### config.mk
export PLATFORM = sky130hd
export DESIGN_NAME = uart_baud_tick_gen_flat
export DESIGN_NICKNAME = d
export VERILOG_FILES = /design/src/rtl/uart_baud_tick_gen_if.sv /design/src/rtl/uart_baud_tick_gen.sv /design/src/flat_wrapper.sv
export SDC_FILE = /design/constraint.sdc
export NUM_CORES = 1
export LEC_CHECK = 0
export ABC_AREA = 1
export CAP_MARGIN = 10
export CORE_ASPECT_RATIO = 1.4
export CORE_MARGIN = 10
export CORE_UTILIZATION = 55
export CTS_CLUSTER_SIZE = 24
export DETAILED_ROUTE_END_ITERATION = 8
export PLACE_DENSITY = 0.79
export SYNTH_ARGS = -nofsm -noshare
export SYNTH_HDL_FRONTEND = slang
export SYNTH_SLANG_ARGS = --single-unit
export TNS_END_PERCENT = 20
### constraint.sdc
create_clock -name clk -period 3.44 [get_ports clk]
set_clock_uncertainty 0.2 [all_clocks]
set_input_delay 0.688 -clock clk [delete_from_list [all_inputs] [get_ports clk]]
set_output_delay 0.688 -clock clk [all_outputs]
set_load 0.02 [all_outputs]
### src/rtl/uart_baud_tick_gen_if.sv
// Control and tick bus of the fractional-N baud tick generator.
// The master drives the enable and divisor-load strobe; the slave (the
// generator) returns the divisor in effect, the pending flag and the ticks.
interface uart_baud_tick_gen_if #(
    parameter int INT_WIDTH  = 16,
    parameter int FRAC_WIDTH = 4,
    parameter int OVERSAMPLE = 16
);
    localparam int DIV_WIDTH   = INT_WIDTH + FRAC_WIDTH;
    localparam int PHASE_WIDTH = $clog2(OVERSAMPLE);

    logic                   en;
    logic                   div_load;
    logic [DIV_WIDTH-1:0]   div_in;
    logic [DIV_WIDTH-1:0]   div_cur;
    logic                   div_pending;
    logic                   rx_tick;
    logic                   tx_tick;
    logic [PHASE_WIDTH-1:0] os_phase;

    modport master (
        output en, div_load, div_in,
        input  div_cur, div_pending, rx_tick, tx_tick, os_phase
    );

    modport slave (
        input  en, div_load, div_in,
        output div_cur, div_pending, rx_tick, tx_tick, os_phase
    );
endinterface

### src/rtl/uart_baud_tick_gen.sv
// Programmable fractional-N baud tick generator.
// rx_tick pulses once per oversample period (average length div_cur/2^FRAC_WIDTH
// clocks, realised as div_int or div_int+1 cycle periods from a fraction
// accumulator); tx_tick marks every OVERSAMPLE-th rx_tick. A new divisor is
// swapped in only at a period boundary so no period is ever truncated.
module uart_baud_tick_gen #(
    parameter int CLOCK_RATE = 100000000,
    parameter int BAUD_RATE  = 9600,
    parameter int OVERSAMPLE = 16,
    parameter int INT_WIDTH  = 16,
    parameter int FRAC_WIDTH = 4,
    parameter logic [INT_WIDTH+FRAC_WIDTH-1:0] DEFAULT_DIV =
        (INT_WIDTH+FRAC_WIDTH)'((64'(CLOCK_RATE) * 64'(2 ** (FRAC_WIDTH + 1))
                                + 64'(BAUD_RATE) * 64'(OVERSAMPLE))
                               / (64'(2) * 64'(BAUD_RATE) * 64'(OVERSAMPLE)))
) (
    input logic                  clk,
    input logic                  rst,
    uart_baud_tick_gen_if.slave  bus
);
    localparam int DIV_WIDTH   = INT_WIDTH + FRAC_WIDTH;
    localparam int PHASE_WIDTH = $clog2(OVERSAMPLE);
    // One extra bit so a carry-extended period of max integer divisor fits.
    localparam int CNT_WIDTH   = INT_WIDTH + 1;

    logic [CNT_WIDTH-1:0]   cnt;
    logic [FRAC_WIDTH-1:0]  frac_acc;
    logic                   carry;       // current period is one cycle longer
    logic [DIV_WIDTH-1:0]   div_cur;
    logic [DIV_WIDTH-1:0]   pend_div;
    logic                   pend_valid;
    logic                   rx_tick;
    logic                   tx_tick;
    logic [PHASE_WIDTH-1:0] os_phase;

    logic [DIV_WIDTH-1:0]   div_clamped;
    logic [DIV_WIDTH-1:0]   div_next;
    logic [CNT_WIDTH-1:0]   period_last;
    logic [FRAC_WIDTH:0]    sum;
    logic                   wrap;
    logic                   bit_end;

    // Clamp the requested integer part to at least 2 so ticks never touch.
    always_comb begin
        div_clamped = bus.div_in;
        if (bus.div_in[DIV_WIDTH-1:FRAC_WIDTH] < INT_WIDTH'(2))
            div_clamped[DIV_WIDTH-1:FRAC_WIDTH] = INT_WIDTH'(2);
    end

    // Period bookkeeping: wrap point, divisor for the next period, accumulator step.
    always_comb begin
        period_last = {1'b0, div_cur[DIV_WIDTH-1:FRAC_WIDTH]} + CNT_WIDTH'(carry)
                      - CNT_WIDTH'(1);
        wrap        = bus.en && (cnt == period_last);
        bit_end     = (os_phase == PHASE_WIDTH'(OVERSAMPLE - 1));
        // A load coinciding with the wrap beats an older pending value.
        if (bus.div_load)
            div_next = div_clamped;
        else if (pend_valid)
            div_next = pend_div;
        else
            div_next = div_cur;
        sum = {1'b0, frac_acc} + {1'b0, div_next[FRAC_WIDTH-1:0]};
    end

    // Counter, accumulator, divisor swap and registered tick outputs.
    always_ff @(posedge clk) begin
        // NOTE: all state uses non-blocking assignments so every register
        // samples pre-edge values, independent of statement order.
        if (rst) begin
            cnt        <= '0;
            frac_acc   <= '0;
            carry      <= 1'b0;
            div_cur    <= DEFAULT_DIV;
            pend_div   <= '0;
            pend_valid <= 1'b0;
            rx_tick    <= 1'b0;
            tx_tick    <= 1'b0;
            os_phase   <= '0;
        end else if (!bus.en) begin
            rx_tick <= 1'b0;
            tx_tick <= 1'b0;
            // While stopped a load applies at once and restarts the bit timing.
            if (bus.div_load) begin
                div_cur    <= div_clamped;
                cnt        <= '0;
                frac_acc   <= '0;
                carry      <= 1'b0;
                os_phase   <= '0;
                pend_valid <= 1'b0;
            end
        end else if (wrap) begin
            cnt        <= '0;
            div_cur    <= div_next;
            pend_valid <= 1'b0;
            frac_acc   <= sum[FRAC_WIDTH-1:0];
            carry      <= sum[FRAC_WIDTH];
            rx_tick    <= 1'b1;
            tx_tick    <= bit_end;
            os_phase   <= bit_end ? '0 : os_phase + PHASE_WIDTH'(1);
        end else begin
            cnt     <= cnt + CNT_WIDTH'(1);
            rx_tick <= 1'b0;
            tx_tick <= 1'b0;
            if (bus.div_load) begin
                pend_div   <= div_clamped;
                pend_valid <= 1'b1;
            end
        end
    end

    assign bus.div_cur     = div_cur;
    assign bus.div_pending = pend_valid;
    assign bus.rx_tick     = rx_tick;
    assign bus.tx_tick     = tx_tick;
    assign bus.os_phase    = os_phase;
endmodule
### src/flat_wrapper.sv
// flat-port wrapper written by rule: the top's interface ports become plain ports
module uart_baud_tick_gen_flat 
#(
    parameter int CLOCK_RATE = 100000000,
    parameter int BAUD_RATE  = 9600,
    parameter int OVERSAMPLE = 16,
    parameter int INT_WIDTH  = 16,
    parameter int FRAC_WIDTH = 4,
    parameter logic [INT_WIDTH+FRAC_WIDTH-1:0] DEFAULT_DIV =
        (INT_WIDTH+FRAC_WIDTH)'((64'(CLOCK_RATE) * 64'(2 ** (FRAC_WIDTH + 1))
                                + 64'(BAUD_RATE) * 64'(OVERSAMPLE))
                               / (64'(2) * 64'(BAUD_RATE) * 64'(OVERSAMPLE)))
)
  (clk, rst, bus_en, bus_div_load, bus_div_in, bus_div_cur, bus_div_pending, bus_rx_tick, bus_tx_tick, bus_os_phase);
  uart_baud_tick_gen_if #(.INT_WIDTH(INT_WIDTH), .FRAC_WIDTH(FRAC_WIDTH), .OVERSAMPLE(OVERSAMPLE)) bus_i ();
  input logic clk;
  input logic rst;
  input wire logic [$bits(bus_i.en)-1:0] bus_en;
  input wire logic [$bits(bus_i.div_load)-1:0] bus_div_load;
  input wire logic [$bits(bus_i.div_in)-1:0] bus_div_in;
  output wire logic [$bits(bus_i.div_cur)-1:0] bus_div_cur;
  output wire logic [$bits(bus_i.div_pending)-1:0] bus_div_pending;
  output wire logic [$bits(bus_i.rx_tick)-1:0] bus_rx_tick;
  output wire logic [$bits(bus_i.tx_tick)-1:0] bus_tx_tick;
  output wire logic [$bits(bus_i.os_phase)-1:0] bus_os_phase;
  assign bus_i.en = bus_en;
  assign bus_i.div_load = bus_div_load;
  assign bus_i.div_in = bus_div_in;
  assign bus_div_cur = bus_i.div_cur;
  assign bus_div_pending = bus_i.div_pending;
  assign bus_rx_tick = bus_i.rx_tick;
  assign bus_tx_tick = bus_i.tx_tick;
  assign bus_os_phase = bus_i.os_phase;
  uart_baud_tick_gen #(.CLOCK_RATE(CLOCK_RATE), .BAUD_RATE(BAUD_RATE), .OVERSAMPLE(OVERSAMPLE), .INT_WIDTH(INT_WIDTH), .FRAC_WIDTH(FRAC_WIDTH), .DEFAULT_DIV(DEFAULT_DIV)) u_core (.clk(clk), .rst(rst), .bus(bus_i));
endmodule
==> run_results.csv <==
group,metric,value,unit
timing,timing.final.ws_setup,0.550,ns
finish,post_route_cells_drive_above_1_share,7.78,%
placement,gp_congestion,0.870,
clock_network,cts_resized,0,
setup_path,worst_setup_path_start_kind,"register",
route,final_antenna_net_count,0,
setup_path,critical_path_arrival,2.99,ns
run,drv_cap,0,
timing,fin_crit_sh,84.0,%
die,pin_count,51,
synth,synthesis.area_per_instance,6.58,µm²
route,detail_route.drc_violations,0,
synth,synth_cell_types,42,
timing,final_period_minus_worst_setup_slack,2.89,ns
timing,maxSlewHeadroom,56.5,%
power,worst_ir_drop_vdd,0.316,mV
global_routing,grtUsageTotal,19.0,%
synth,cell_area_after_synthesis,4140,µm²
die,chipHeight,123,µm
synth,synth_top_cell_by_area,"dfxtp_1",
route,detailedRoute.firstPassIterationCount,5,
finish,layout.nets,709,
global_routing,wire_length_of_the_first_global_routing_pass,17800,µm
timing,achievable-frequency,346,MHz
setup_path,required,3.54,ns
die,initial_util,56.2,%
finish,post-route-util,66.6,%
clock_network,clk_latency,0.37,ns
setup_path,setup.worst_path.end_class,"register",
die,core.rowCount,37,
global_routing,global_route.overflow_total,0,
synth,postSynthRegisterBits,69,
clock_network,ctsHoldBuffers,0,
setup_path,critical-path-slowest-cell,"dfxtp_1",
timing,final_hold_viol_count,0,
clock_network,post-cts-setup-buffers,0,
synth,ys_top_cells_by_area,"dfxtp_1 33%, nand2_1 17%, inv_1 7.2%",
die,die-width,93.3,µm
power,cellPowerDensity,386,nW/µm²
global_routing,met3_usage,5.99,%
global_routing,grt_util_met2,33.2,%
timing,rsz_0062_raised_after_global_routing,"false",
global_routing,top_usage_layer,"met2",
power,p_total,1.89,mW
placement,buffer_ports.inserted,50,
timing,drv_slew,0,
setup_path,crit_family,"simple AND/OR/NAND/NOR gates",
clock_network,root_buffer,"clkbuf_8",
route,wirelength,10500,µm
setup_path,timing.critical_path.fanout_max,20,
global_routing,grt_start_max_net_pins,39,
clock_network,cts_num_sinks,69,
synth,asyncSetResetFlopFracSynth,0,%
synth,synth.yosys.warnings,0,
synth,list_of_most_frequent_post_synthesis_cells,"189 x nand2_1, 79 x inv_1, 69 x dfxtp_1",
clock_network,clockBufferDepth,2,
route,wire_per_inst,13.5,µm
synth,synth_enable_flop_cells,0,
synth,ys_seq_area_share,33.4,%
clock_network,cts_tree,"yes",
timing,tightestPinTransition,0.652,ns
clock_network,cts-buffers-inserted,9,
placement,place.detailed.hpwl,8000,µm
setup_path,path_class,"register to register",
synth,synthCells,629,
setup_path,crit_path_max_incr_delay,0.38,ns
clock_network,clock_tree.htree_level_count,3,
global_routing,grt_antenna_before_repair,0,
setup_path,crit_top_cell,"nand2_1",
die,die_area,11400,µm²
synth,synth_most_common_cell,"nand2_1",
min_path,worst_hold_path_type,"register to register",
finish,n_antenna_cell,0,
global_routing,grt_util_met1,20.9,%
setup_path,crit_path_cell_trace,"inv_1 > ha_1 > ha_1 > inv_1 > nand2_1 > nand2_1 > nand2_1 > nand2_1 > nand2_1 > nor2_1 > nand2_1 > nor2_1 > nand3_4 > nand2_4 > nand3_4 > nand2_1 > inv_1 > nor2_1",
route,drt-vias-per-instance,5.26,
die,core_area,7360,µm²
placement,post-place-ws,0.339,ns
setup_path,critical_path.n_buffers_inverters,3,
synth,synth_top_cell_area_share,33.4,%
setup_path,worst_case_register_to_register_setup_slack,0.55,ns
synth,net_count_after_synthesis,662,
timing,setup-violations-final,0,
timing,hold_slack,0.266,ns
route,num_vias,4095,
run_status,run_status,"completed",
finish,n_fill_cell,678,
timing,fin_setup_tns,0,ns
finish,syn_to_final_growth,18.3,%
clock_network,clk_pin_slew_worst_paths,0.07,ns
global_routing,grt_pass1_vias,3904,
power,power.leakage,2.17,nW
synth,synth_flop_cell,"dfxtp_1",
route,drt_first_iter_violations,299,
## sequential cells by signal (all words and copies together) (netlist names)
name / flops
u_core.bus.div_cur: 20
u_core.bus.div_pending: 1
u_core.bus.os_phase: 4
u_core.bus.rx_tick: 1
u_core.bus.tx_tick: 1
u_core.carry: 1
u_core.cnt: 17
u_core.frac_acc: 4
u_core.pend_div: 20
## layer usage
| layer | up-vias | share of wire [%] |
|---|---|---|
| li1 | 2098 | - |
| met1 | 1874 | 41 |
| met2 | 110 | 51 |
| met3 | 13 | 6.0 |
| met4 | 0 | 1.9 |
| met5 | - | 0 |
## worst paths after layout
kind              cells after the start                endpoint                   from
hold reg to reg                       2     u_core.pend_div[18]    u_core.pend_div[18]
hold / removal                        2     u_core.pend_div[18]    u_core.pend_div[18]
setup reg to reg                     18  u_core.bus.div_cur[12]  u_core.bus.div_cur[4]
setup / recovery                     18  u_core.bus.div_cur[12]  u_core.bus.div_cur[4]
## per-stage QoR
step | cell area [µm²] | cells
global route | 4900 | 778
finish | 4900 | 778
detailed placement | 4690 | 762
floorplan | 4140 | 629
CTS | 4900 | 778
global placement | 4690 | 762
## tightest hold or removal path, cell delays in order, from the launching register on
cell	delay [ns]
dfxtp_1	0.31
nand2_1	0.06
a21oi_1	0.05
## cell families after synthesis
logic type | share of synthesized area, %
buffers and inverters | 11.3
DFF | 33.4
and+or+nand+nor | 35.5
adders and majority gates | 2.90
AOI/OAI and AO/OA | 11.4
xor gates and xnor gates | 5.50
## cell type report
cell class | instances | area (µm²) | share of cell area, %
clock buffer | 13 | 169 | 3.45
clock inverter | 3 | 42.5 | 0.868
inverter | 88 | 333 | 6.79
multi-input combinational | 450 | 2290 | 46.8
sequential | 69 | 1380 | 28.2
tap | 97 | 121 | 2.48
timing repair buffer | 58 | 561 | 11.4
## cell usage in the layout, fill, tap and decap left out, types with 2 or more instances in the layout
cell	count
nand2_1	189
inv_1	79
dfxtp_1	69
nor2_1	55
clkdlybuf4s50_1	50
a21oi_1	41
nand3_1	40
nand4_1	21
o21ai_0	15
xnor2_1	14
xor2_1	12
clkbuf_8	12
nor2_2	11
ha_1	8
buf_4	8
a22o_1	6
o21ai_1	5
inv_2	5
a22oi_1	4
clkinv_1	3
nand2_2	3
o22ai_1	3
o221ai_1	2
nand3_2	2
nor2_4	2
or2_2	2
nand3_4	2
nand2_4	2
nor3_1	2
a32o_1	2
## power by group
group	switching [mW]	total [mW]	internal, mW
Combinational	0.196	0.331	0.135
Sequential	0.0343	0.865	0.831
Clock	0.304	0.697	0.393
(Power assumes the default switching activity.)
